## config.mk

```make
export PLATFORM = sky130hd
export DESIGN_NAME = code_serializer
export DESIGN_NICKNAME = d
export VERILOG_FILES = /design/src/rtl/code_ser_pkg.sv /design/src/rtl/code_serializer.sv
export SDC_FILE = /design/constraint.sdc
export NUM_CORES = 1
export LEC_CHECK = 0
export ABC_AREA = 1
export CORE_MARGIN = 4
export CORE_UTILIZATION = 55
export DETAILED_ROUTE_END_ITERATION = 10
export PLACE_DENSITY = 0.86
export SYNTH_ARGS = -nofsm -noshare
export SYNTH_HDL_FRONTEND = slang
export SYNTH_SLANG_ARGS = --single-unit
```

## constraint.sdc

```tcl
create_clock -name clk -period 4.7 [get_ports clk]
set_clock_uncertainty 0.15 [all_clocks]
set_input_delay 0.94 -clock clk [delete_from_list [all_inputs] [get_ports clk]]
set_output_delay 0.94 -clock clk [all_outputs]
set_load 0.02 [all_outputs]
```

## src/rtl/code_ser_pkg.sv

```systemverilog
// Shared types and helpers for the code word serializer.
package code_ser_pkg;

  typedef enum logic [1:0] {
    IDLE  = 2'd0,
    SHIFT = 2'd1,
    GAP   = 2'd2
  } state_t;

  localparam int PAR_MAX_W = 1024;

  function automatic int cnt_width(input int width);
    return $clog2(width + 1);
  endfunction

  // Zero-extension does not change the XOR reduction, so any narrower word can be passed in.
  function automatic logic odd_par(input logic [PAR_MAX_W-1:0] v);
    return ~^v;
  endfunction

endpackage

```

## src/rtl/code_serializer.sv

```systemverilog
// Serializes a parallel code word MSB-first onto A, one bit per clock, with optional idle gap.
// Define CODE_SER_PARITY_EN to append an odd-parity bit to every frame.
module code_serializer
  import code_ser_pkg::*;
#(
  parameter int   WIDTH      = 16,
  parameter logic IDLE_BIT   = 1'b0,
  parameter int   GAP_CYCLES = 0
) (
  input  logic             clk,
  input  logic             reset,
  input  logic [WIDTH-1:0] data_i,
  input  logic             valid_i,
  output logic             ready_o,
  output logic             A,
  output logic             busy_o,
  output logic             done_o
);

  localparam int CNT_W = cnt_width(WIDTH);
`ifdef CODE_SER_PARITY_EN
  localparam int FRAME_W = WIDTH + 1;
`else
  localparam int FRAME_W = WIDTH;
`endif
  localparam logic [CNT_W-1:0] CNT_LOAD = CNT_W'(FRAME_W - 1);
  localparam logic [7:0]       GAP_LOAD = (GAP_CYCLES > 0) ? 8'(GAP_CYCLES - 1) : 8'd0;

  state_t               r_state;
  logic [FRAME_W-1:0]   r_shift;
  logic [CNT_W-1:0]     r_cnt;
  logic [7:0]           r_gap;
  logic                 r_a;
  logic                 r_busy;
  logic                 r_done;

  state_t               w_state_nxt;
  logic [FRAME_W-1:0]   w_shift_nxt;
  logic [CNT_W-1:0]     w_cnt_nxt;
  logic [7:0]           w_gap_nxt;
  logic                 w_a_nxt;
  logic                 w_busy_nxt;
  logic                 w_done_nxt;
  logic [FRAME_W-1:0]   w_frame;
  logic                 w_accept;
  logic                 w_last_bit;

`ifdef CODE_SER_PARITY_EN
  assign w_frame = {data_i, odd_par(PAR_MAX_W'(data_i))};
`else
  assign w_frame = data_i;
`endif

  assign w_last_bit = (r_state == SHIFT) && (r_cnt == '0);
  // Without a gap the final-bit cycle may accept the next word so frames abut.
  assign ready_o    = (r_state == IDLE) || ((GAP_CYCLES == 0) && w_last_bit);
  assign w_accept   = valid_i && ready_o;

  always_comb begin
    w_state_nxt = r_state;
    w_shift_nxt = r_shift;
    w_cnt_nxt   = r_cnt;
    w_gap_nxt   = r_gap;
    w_a_nxt     = IDLE_BIT;
    w_busy_nxt  = 1'b0;
    w_done_nxt  = 1'b0;
    case (r_state)
      IDLE: ;
      SHIFT: begin
        if (r_cnt != '0) begin
          w_a_nxt     = r_shift[FRAME_W-1];
          w_shift_nxt = {r_shift[FRAME_W-2:0], 1'b0};
          w_cnt_nxt   = r_cnt - CNT_W'(1);
          w_done_nxt  = (r_cnt == CNT_W'(1));
          w_busy_nxt  = 1'b1;
        end else if (GAP_CYCLES > 0) begin
          w_state_nxt = GAP;
          w_gap_nxt   = GAP_LOAD;
          w_busy_nxt  = 1'b1;
        end else begin
          w_state_nxt = IDLE;
        end
      end
      GAP: begin
        if (r_gap == 8'd0) begin
          w_state_nxt = IDLE;
        end else begin
          w_gap_nxt  = r_gap - 8'd1;
          w_busy_nxt = 1'b1;
        end
      end
      default: w_state_nxt = IDLE;
    endcase

    // Acceptance overrides whatever the current state decided.
    if (w_accept) begin
      w_state_nxt = SHIFT;
      w_a_nxt     = w_frame[FRAME_W-1];
      w_shift_nxt = {w_frame[FRAME_W-2:0], 1'b0};
      w_cnt_nxt   = CNT_LOAD;
      w_busy_nxt  = 1'b1;
      w_done_nxt  = 1'b0;
    end
  end

  always_ff @(posedge clk) begin
    if (reset) begin
      r_state <= IDLE;
      r_shift <= '0;
      r_cnt   <= '0;
      r_gap   <= 8'd0;
      r_a     <= IDLE_BIT;
      r_busy  <= 1'b0;
      r_done  <= 1'b0;
    end else begin
      r_state <= w_state_nxt;
      r_shift <= w_shift_nxt;
      r_cnt   <= w_cnt_nxt;
      r_gap   <= w_gap_nxt;
      r_a     <= w_a_nxt;
      r_busy  <= w_busy_nxt;
      r_done  <= w_done_nxt;
    end
  end

  assign A      = r_a;
  assign busy_o = r_busy;
  assign done_o = r_done;

endmodule

```

==> impl_results.rst <==
.. list-table::
   :header-rows: 1

   * - Metric
     - Value
   * - Num CTS Buffers
     - 3
   * - Number of antenna violations at the first check in global routing
     - 0
   * - Total number of placement rows
     - 17
   * - Number of nets in the finished design
     - 205
   * - # setup viols final
     - 0
   * - Detail Route Antenna Nets
     - 0
   * - Data required time of the critical path
     - 3.61 ns
   * - Fraction of final layout cells with drive strength greater than 1
     - 0.09945
   * - Cell area after synthesis
     - 1257 um^2
   * - Register area share after synthesis
     - 0.3821
   * - Family with the most delay on the worst path
     - buffers and inverters
   * - CP max FO
     - 39
   * - Core Footprint
     - 2191 um^2
   * - Setup Buffers After CTS
     - 0
   * - First-pass GRT wire length
     - 4464 um
   * - Pin count of the biggest net entering global routing
     - 40
   * - Slew HR
     - 0.5317
   * - Hold-fix buffers at CTS
     - 0
   * - Count of cell types in the netlist
     - 22
   * - Leakage power summed over all cells
     - 0.0006816 uW
   * - Launch point of the worst path
     - r_cnt[0]
   * - Final estimated routing congestion in global placement
     - 0.7626
   * - CTS Root Cell
     - clkbuf_4
   * - Number of resized instances in the post-cts repair step
     - 0
   * - Share of the clock period used by the worst path
     - 0.7195
   * - Path depth of the worst reg2reg path
     - 9
   * - Synth async-reset ratio
     - 0
   * - DR WL/cell
     - 12.23 um
   * - Worst supply voltage drop on vdd
     - 0.1717 mV
   * - Clock tree buffer depth
     - 2
   * - Worst skew pair latency
     - 0.31 ns
   * - Final sum of negative setup slack
     - 0 ns
   * - Synthesized area per cell
     - 7.485 um^2
   * - Min Clock Period, post-route
     - 3.382 ns
   * - Net count after synthesis
     - 190
   * - Clock sinks
     - 24
   * - Overall die area
     - 3115 um^2
   * - Count of pins on the block boundary
     - 23
   * - Worst Max-Slew Pin Slew
     - 0.7017 ns
   * - Count of mapped cells out of synthesis
     - 168
   * - Maximum Capacitance Violations
     - 0
   * - 1st-pass router iterations
     - 4
   * - Post-route worst hold slack
     - 0.3122 ns
   * - Pins Over Slew Limit
     - 0
   * - Setup repair after global routing missed its margin
     - no
   * - Tot GR Track Use
     - 0.1718
   * - Worst min-delay path category
     - flop to flop
   * - Highest-count cells in the layout ignoring fill and taps
     - 43 x nand3_1, 37 x nand2_1, 24 x dfxtp_1, 22 x clkdlybuf4s50_1, 17 x inv_1
   * - # H-tree levels
     - 1
   * - Capture point of the worst path
     - ready_o
   * - Clock-pin slew reported for the worst setup and hold paths after clock tree synthesis
     - 0.13 ns
   * - Cell Chain, Critical Path
     - inv_1 -> ha_1 -> inv_1 -> nor2_2 -> nand2_4 -> nand2_4 -> clkdlybuf4s50_1
   * - Synth-to-layout area growth
     - 15.22%
   * - Initial standard-cell utilization of the core
     - 0.5740
   * - Detailed Route Iter0 Violations
     - 31
   * - Number of global-route vias before repair
     - 1065
   * - Power per Cell Area
     - 290.0 nW/um^2
   * - Result of the run
     - finished, final reports clean
   * - Synthesis-stage register bit count
     - 24
   * - Hold violation total from the final report
     - 0
   * - Number of I/O port buffers
     - 22
   * - Crit Path Category
     - flop to output pin
   * - FMAX
     - 295.7 MHz
   * - Most common library cell in the layout ignoring fill and taps
     - nand3_1
   * - HPWL Detailed
     - 1817 um
   * - Critical path depth
     - 7
   * - Slowest Stage Delay on Critical Path
     - 0.69 ns
   * - Vias post-DR
     - 1106
   * - Data arrival, critical path
     - 2.29 ns
   * - Number of design rule violations left after detail routing
     - 0
   * - Final design area excluding fillers
     - 1449 um^2
   * - Nature of the critical path endpoint
     - output pin
   * - Reg2reg setup slack
     - 2.76 ns
   * - Instance area after placement
     - 1426 um^2
   * - Number of buffer and inverter instances along the worst setup path
     - 3
   * - Overflow after GRT
     - 0
   * - Cell with the largest stage delay on the worst path
     - clkdlybuf4s50_1
   * - Chip Height
     - 55.82 um
   * - Launch point of the worst reg-to-reg path
     - r_cnt[0]
   * - Number of enable-type register cells in the synthesized netlist
     - 0
   * - Clock tree from TritonCTS
     - yes
   * - Total length of routed wires
     - 2557 um
   * - Vias/cell
     - 5.292
   * - Critical path launch point type
     - flop
   * - Crit Reg-Reg Endpoint
     - A
   * - Warnings, synthesis
     - 0
   * - Width of the die
     - 55.82 um
   * - Antenna diode instance count
     - 0
   * - Dominant synthesized flop cell
     - dfxtp_1
metrics by stage:
step	instances	utilization	total power, uW	setup slack, ns
after floorplan	168	-	312.2	2.593
after global placement	206	0.6511	331.8	1.714
after detailed placement	206	0.6511	336.3	1.633
after CTS	209	0.6613	423.8	1.313
after global routing	209	0.6613	447.6	1.155
final	209	0.6613	420.2	1.318
routing by layer:
metal  part of all wire  GRT usage
met5                  0          0
met3              0.036    0.03480
met2               0.49     0.2855
met1               0.46     0.2145
met4             0.0090    0.07458
cell usage after synthesis, types with 2 or more instances:
| master | instances | share of area |
|---|---|---|
| nand2_1 | 37 | 0.11 |
| buf_2 | 7 | 0.028 |
| nand3_1 | 43 | 0.17 |
| nand3_2 | 10 | 0.080 |
| nand4_1 | 2 | 0.0099 |
| a21oi_1 | 6 | 0.024 |
| nand2_4 | 2 | 0.018 |
| inv_1 | 17 | 0.051 |
| ha_1 | 3 | 0.030 |
| dfxtp_1 | 24 | 0.38 |
| o21ai_0 | 2 | 0.0080 |
| nor2_1 | 4 | 0.012 |
| nor2_2 | 2 | 0.0099 |
cell type report:
cell class / instances / area, um^2
flip-flops and latches: 24 / 480.5
inverters: 17 / 63.81
repair buffers: 22 / 220.2
fillers: 208 / 742.0
well taps: 28 / 35.03
clock buffers: 3 / 22.52
multi-input cells: 115 / 626.9
kinds of logic after synthesis:
| group | Yosys count | synth area share |
|---|---|---|
| buffers and inverters | 29 | 0.1194 |
| adder cells (fa/ha/maj) | 3 | 0.02985 |
| AO/OA/AOI/OAI | 10 | 0.04478 |
| AND/OR/NAND/NOR | 102 | 0.4239 |
| flip-flops | 24 | 0.3821 |
tightest hold or removal path, cell delays in order, from the launching register on:
cell and delay, ns:
dfxtp_1 0.33, nand2_1 0.06, nand2_1 0.04
power breakdown:
group	switching, uW	internal, uW	total (uW)	leakage, uW
Sequential	12.8	219	232	0.000198
Combinational	57.9	41.6	99.4	0.000470
Clock	58.8	29.9	88.7	0.0000138
registers in the layout, indices dropped and copies added, names as in the netlist:
register and count:
busy_o 1, r_state 1, r_cnt 5, r_shift 15
done_o 1, A 1
worst min-delay path by stage:
stage                from         end  slack, ns  depth (start not counted)
6_report       r_shift[8]  r_shift[9]       0.31                          2
5_1_grt        r_shift[8]  r_shift[9]       0.33                          2
4_1_cts        r_shift[8]  r_shift[9]       0.31                          2
3_5_place_dp   r_shift[8]  r_shift[9]       0.29                          2
3_3_place_gp   r_shift[8]  r_shift[9]       0.29                          2
2_1_floorplan  r_shift[2]  r_shift[3]       0.28                          2
No activity file was read; power rests on OpenSTA's default activity.
